==> config.mk <==
export PLATFORM = sky130hd
export DESIGN_NAME = keccak_plane_pipe
export DESIGN_NICKNAME = d
export VERILOG_FILES = /design/src/rtl/keccak_plane_pipe.sv
export SDC_FILE = /design/constraint.sdc
export NUM_CORES = 2
export LEC_CHECK = 0
export ABC_AREA = 1
export CORE_MARGIN = 2
export CORE_UTILIZATION = 34
export DETAILED_ROUTE_END_ITERATION = 8
export MAX_ROUTING_LAYER = met4
export SLEW_MARGIN = 10
export SYNTH_ARGS = -nofsm -noshare
export SYNTH_HDL_FRONTEND = slang
export SYNTH_SLANG_ARGS = --single-unit
==> constraint.sdc <==
create_clock -name clk_i -period 92.6 [get_ports clk_i]
set_clock_uncertainty 0.15 [all_clocks]
set_input_delay 18.52 -clock clk_i [delete_from_list [all_inputs] [get_ports clk_i]]
set_output_delay 18.52 -clock clk_i [all_outputs]
set_load 0.02 [all_outputs]
==> src/rtl/keccak_plane_pipe.sv <==
// keccak_plane_pipe: one-plane-per-cycle Keccak theta/chi datapath with five-plane column parity.
// Define KECCAK_PLANE_IOTA_EN to fold the round constant into lane 0 of CHI results.
module keccak_plane_pipe #(
  parameter int LANE_W = 64,
  parameter int ROT = 1
) (
  input  logic                  clk_i,
  input  logic                  rst_i,
  input  logic                  clear_i,
  input  logic                  in_valid_i,
  output logic                  in_ready_o,
  input  logic [1:0]            op_i,
  input  logic [5*LANE_W-1:0]   plane_i,
  input  logic [LANE_W-1:0]     rc_i,
  input  logic                  iota_i,
  output logic                  out_valid_o,
  input  logic                  out_ready_i,
  output logic [5*LANE_W-1:0]   plane_o,
  output logic                  d_valid_o,
  output logic                  err_o
);
  localparam int PW = 5 * LANE_W;
  localparam logic [1:0] OP_PAR = 2'b00;
  localparam logic [1:0] OP_THETA = 2'b01;
  localparam logic [1:0] OP_RSV = 2'b11;
  logic [PW-1:0] r_c, r_d, r_plane, w_cn, w_d, w_theta, w_chi, w_chi_f, w_res;
  logic [2:0] r_cnt;
  logic r_out_valid, r_dv, r_err, w_xfer, w_out, w_bad;
  for (genvar x = 0; x < 5; x++) begin : g_lane
    localparam int XP = (x + 1) % 5;
    localparam int XQ = (x + 2) % 5;
    localparam int XN = (x + 4) % 5;
    logic [LANE_W-1:0] w_cp;
    assign w_cn[x*LANE_W +: LANE_W] = (r_cnt == 3'd0) ? plane_i[x*LANE_W +: LANE_W]
                                      : r_c[x*LANE_W +: LANE_W] ^ plane_i[x*LANE_W +: LANE_W];
    assign w_cp = w_cn[XP*LANE_W +: LANE_W];
    assign w_d[x*LANE_W +: LANE_W] = w_cn[XN*LANE_W +: LANE_W] ^ ((w_cp << ROT) | (w_cp >> (LANE_W - ROT)));
    assign w_theta[x*LANE_W +: LANE_W] = plane_i[x*LANE_W +: LANE_W] ^ r_d[x*LANE_W +: LANE_W];
    assign w_chi[x*LANE_W +: LANE_W] = plane_i[x*LANE_W +: LANE_W]
                                       ^ (~plane_i[XP*LANE_W +: LANE_W] & plane_i[XQ*LANE_W +: LANE_W]);
  end
`ifdef KECCAK_PLANE_IOTA_EN
  assign w_chi_f = w_chi ^ {{(PW-LANE_W){1'b0}}, {LANE_W{iota_i}} & rc_i};
`else
  logic w_unused;
  assign w_unused = ^{rc_i, iota_i};
  assign w_chi_f = w_chi;
`endif
  assign in_ready_o = (!r_out_valid || out_ready_i) && !clear_i;
  assign w_xfer = in_valid_i && in_ready_o;
  assign w_bad = (op_i == OP_RSV) || (op_i == OP_THETA && !r_dv);
  assign w_out = w_xfer && (op_i != OP_PAR || r_cnt == 3'd4);
  assign w_res = w_bad ? plane_i : (op_i == OP_PAR) ? w_d : (op_i == OP_THETA) ? w_theta : w_chi_f;
  assign out_valid_o = r_out_valid;
  assign plane_o = r_plane;
  assign d_valid_o = r_dv;
  assign err_o = r_err;
  always_ff @(posedge clk_i or posedge rst_i) begin
    if (rst_i) begin
      r_c <= '0;
      r_d <= '0;
      r_plane <= '0;
      r_cnt <= '0;
      r_out_valid <= 1'b0;
      r_dv <= 1'b0;
      r_err <= 1'b0;
    end else begin
      if (clear_i) begin
        r_c <= '0;
        r_cnt <= '0;
        r_dv <= 1'b0;
      end else if (w_xfer && op_i == OP_PAR) begin
        r_c <= w_cn;
        r_cnt <= (r_cnt == 3'd4) ? 3'd0 : r_cnt + 3'd1;
        if (r_cnt == 3'd4) begin
          r_d <= w_d;
          r_dv <= 1'b1;
        end
      end
      if (w_xfer && w_bad) r_err <= 1'b1;
      if (w_out) begin
        r_plane <= w_res;
        r_out_valid <= 1'b1;
      end else if (out_ready_i) r_out_valid <= 1'b0;
    end
  end
endmodule

* Word level (Yosys, flattened, before mapping) *
Cells that the tools add are included.

storage, ports and cells
  register bits after elaboration = 966
  input bits = 392
  output and inout bits = 324
  word-level logic and storage cells = 85

cells by class
  add/sub/neg operators = 1
  equal/unequal tests = 3
  mux-type cells = 18
  bitwise logic cells = 36
  reductions and logical operators = 20

operators by type and width
  cell                   count
  $mux W320              5
  $xor A64 B64 Y64       20
  $and A64 B64 Y64       5
  $mux W64               5
  $not A64 Y64           5
  $or A64 B1 Y64         5
  $mux W3                3
  $reduce_bool A2 Y1     4
  $logic_and A1 B1 Y1    6
  $mux W1                5
  $add A3 B1 Y3 const B  1
  $eq A3 B3 Y1 const B   1
  $logic_not A1 Y1       3
  $logic_not A3 Y1       1
  $logic_or A1 B1 Y1     3
  $reduce_and A3 Y1      1
  $eq A2 B1 Y1 const B   1
  $eq A2 B2 Y1 const B   1
  $logic_not A2 Y1       1
  $reduce_and A2 Y1      1
  $not A1 Y1             1

* Longest topological paths before layout *
  word-level depth = 7
  depth in mapped cells = 14
  gate-level depth less buffers = 12

* Worst setup path after synthesis *
OpenSTA, ideal clock, no wires.

  kind = input to output
  start point = in out_ready_i
  end point = out in_ready_o
  arrival time = 18792 ps
  data required time = 73930 ps
  slack = 55138 ps
  stages = 2
  buffers on the path = 0
  path through = nor2_1 > nor2_2

between the ends
  longest elaborated chain between the ends = 2

RTL lines
  element              RTL line  RTL
  start: declaration   17        input logic out_ready_i,
  $logic_or A1 B1 Y1   49        assign in_ready_o = (!r_out_valid || out_ready_i) && !clear_i;
  $logic_and A1 B1 Y1  49
  end: declaration     11        output logic in_ready_o,

Every way passes these cells.

* Worst setup path after layout *
Same ends and word-level chain as after synthesis.

==> impl_metrics.ini <==
[run_status]
outcome = finished clean

[floorplanning]
rows = 161
initial_utilization_pct = 34.1
fp.dieArea_um2 = 196000
dieWidth_um = 443
ios = 716
core_um2 = 192000
die_h_um = 443

[worst_setup_path]
critPathLaunchType = input pin
max_stage_delay_ps = 810
path_common_cell = clkdlybuf4s50_1
cp_max_fo = 3
cp-end-kind = output pin
reg2reg_to = r_d[9]$_DFFE_PP0P_
path_class = in -> out
critPathTopFamily = buffers and inverters
path_cells = clkdlybuf4s50_1 > nor2_1 > nor2_2 > clkdlybuf4s50_1
path_buf_inv = 2
ff2ff_setup_slack_ps = 87190
ff2ff_path_depth = 12
critPathSlowestCell = clkdlybuf4s50_1
reg2reg_from = out_valid_o$_DFFE_PP0P_
cp.required_ps = 73930
cp.arrival_ps = 20360

[placed_design]
portBuffers = 650
place_congestion = 0.906
pre_cts_slack_ps = 53510
post-place-cells = 13300
hpwlAfterDp_mm = 167

[power]
p_int_w = 0.000875
switchingPower_w = 0.000437
peakVddDrop_mv = 0.0154
p_sw_share_pct = 33.3
share_comb_of_total_power_pct = 24.5
p_per_area_nw_per_um2 = 16.9
power_w = 0.00131
power.leakage_nw = 39.9
power_frac_seq_pct = 37.1
clkPwrFrac_pct = 38.4

[drt]
first_pass_iters = 7
wire_per_inst_um = 19.2
vias = 72600
viasPerCell = 5.35
route.detailed.drc = 0
finalWirelength_mm = 260
detailedRoute.firstIterationViolations = 7558
postRouteAntennaNets = 0

[finish]
layout_common_cells = nand2_1, nand3_1, inv_1
final_common_cell = nand2_1
drive_above_1_share_pct = 2.57
post_layout_nonfiller_instances = 13600
fin_nets = 11300
area_growth_pct = 18.3
fillerInstances = 20400
final_util_pct = 40.3

[synthesis]
yosysSeqAreaShare_pct = 36.9
synth_area_leaders = dfrtp_1, nand2_1, nand3_1
yosysTopAreaCell = dfrtp_1
ys_warn_count = 0
syn-num-nets = 11000
synthDistinctLibCells = 23
netlist_instances = 10600
avgSynthCellArea_um2 = 6.15
synth-seq-cells = 966
synth_area_um2 = 65400
synth_top_area_share_pct = 36.9

[timing]
setup_tns_ps = 0
setup_viol = 0
max_freq_ghz = 0.0256
min_period_ps = 39030
hold_violations = 0
finalMaxSlewViolations = 0
finalCritPeriodShare_pct = 42.2
relSlewSlack_pct = 13.5
worst_pin_slew_ps = 1300
rsz0062_at_grt = no
fin_ws_ps = 53570

[grt]
grt_usage_pct = 26.4
antenna_found_initial = 48
grt_pass1_vias = 68300
grt_pass1_wl_mm = 402
grt_max_degree = 218
grt_overflow = 0

[cts]
clk_latency_ps = 780
cts_num_sinks = 966
cts_resized = 0
cts.path.max_buffers = 3
postCtsHoldBufs = 0
clk_pin_slew_worst_paths_ps = 60
cts_tree = built
clock_tree.root_cell = clkbuf_16
htreeDepth = 3
cts_inserted_buffers = 117
post-cts-setup-buffer-count = 0

[worst_hold_path]
worstHoldPathType = reg -> reg
min_to = err_o$_DFFE_PP0P_
hold_depth = 1
min_from = err_o$_DFFE_PP0P_

[flow_run]
cap_violations = 0
==> state kept, by name, indices dropped and copies added, names as in the netlist <==
signal,cells
err_o,1
out_valid_o,1
r_c,320
plane_o,320
d_valid_o,1
r_d,320
r_cnt,3
==> cell usage after synthesis <==
cell type,count
nand2_1,4233
nand3_1,2240
inv_1,1290
dfrtp_1,966
o21ai_0,956
a21oi_1,329
buf_2,273
clkbuf_1,224
buf_1,36
buf_4,32
nor2_1,28
o22ai_1,8
inv_2,4
nand2_2,3
clkinv_1,2
ha_1,2
nand4_1,2
nor2_2,2
nor2_4,2
a21oi_4,1
o211ai_2,1
o21bai_1,1
xor2_1,1
==> cells by family after synthesis <==
logic type | count (synthesis) | synth area share [%]
AOI/OAI and AO/OA | 1296 | 9.96
xor gates and xnor gates | 1 | 0.0134
adders and majority gates | 2 | 0.0382
buffers and inverters | 1861 | 11.4
DFF | 966 | 36.9
and+or+nand+nor | 6510 | 41.7
==> per-stage QoR <==
| step | instance area, um2 | hold slack, ps |
|---|---|---|
| 3_5_place_dp | 73200 | 315 |
| 3_3_place_gp | 73200 | 313 |
| 6_report | 77400 | 326 |
| 5_1_grt | 77400 | 346 |
| 2_1_floorplan | 65400 | 325 |
| 4_1_cts | 77300 | 332 |
==> routing by layer <==
metal | vias up | GRT usage [%] | share of wire (%)
met1 | 34300 | 34.1 | 42
met5 | - | - | 0
met4 | 0 | 12.5 | 4.3
met3 | 480 | 3.69 | 7.7
met2 | 3287 | 40.7 | 46
li1 | 34500 | - | -
==> worst max path at each step <==
| stage | startpoint | endpoint | slack [ps] | depth (start not counted) |
|---|---|---|---|---|
| after floorplan | rst_i | d_valid_o$_DFFE_PP0P_ | 46760 | 1 |
| after global placement | out_ready_i | in_ready_o | 53510 | 4 |
| after detailed placement | out_ready_i | in_ready_o | 53510 | 4 |
| after CTS | out_ready_i | in_ready_o | 53510 | 4 |
| after global routing | out_ready_i | in_ready_o | 53550 | 4 |
| final | out_ready_i | in_ready_o | 53570 | 4 |
==> area by class of cell <==
cell class	count	area [um2]	area share, %
diodes	48	120	0.155
inverters	1296	4910	6.34
clock inverters	54	684	0.884
repair buffers	714	7070	9.13
well taps	2526	3160	4.08
clock buffers	163	3430	4.44
multi-input cells	7809	33900	43.8
flip-flops and latches	966	24200	31.2
==> worst register-to-register path, delay by kind of cell (launching register included) <==
family | cells | cell delay (ps)
buf+inv | 5 | 3370
simple gates | 6 | 1290
flops | 1 | 380
compound gates | 1 | 170
==> power groups by stage <==
| stage | sequential [W] | clock [W] | combinational (W) |
|---|---|---|---|
| after floorplan | 0.000526 | 0 | 0.000141 |
| after CTS | 0.000487 | 0.000515 | 0.000321 |
| after global placement | 0.000493 | 0 | 0.000318 |
| after global routing | 0.000491 | 0.000532 | 0.000351 |
| final | 0.000487 | 0.000504 | 0.000321 |
| after detailed placement | 0.000494 | 0 | 0.000319 |
No activity file was read; power rests on OpenSTA's default activity.
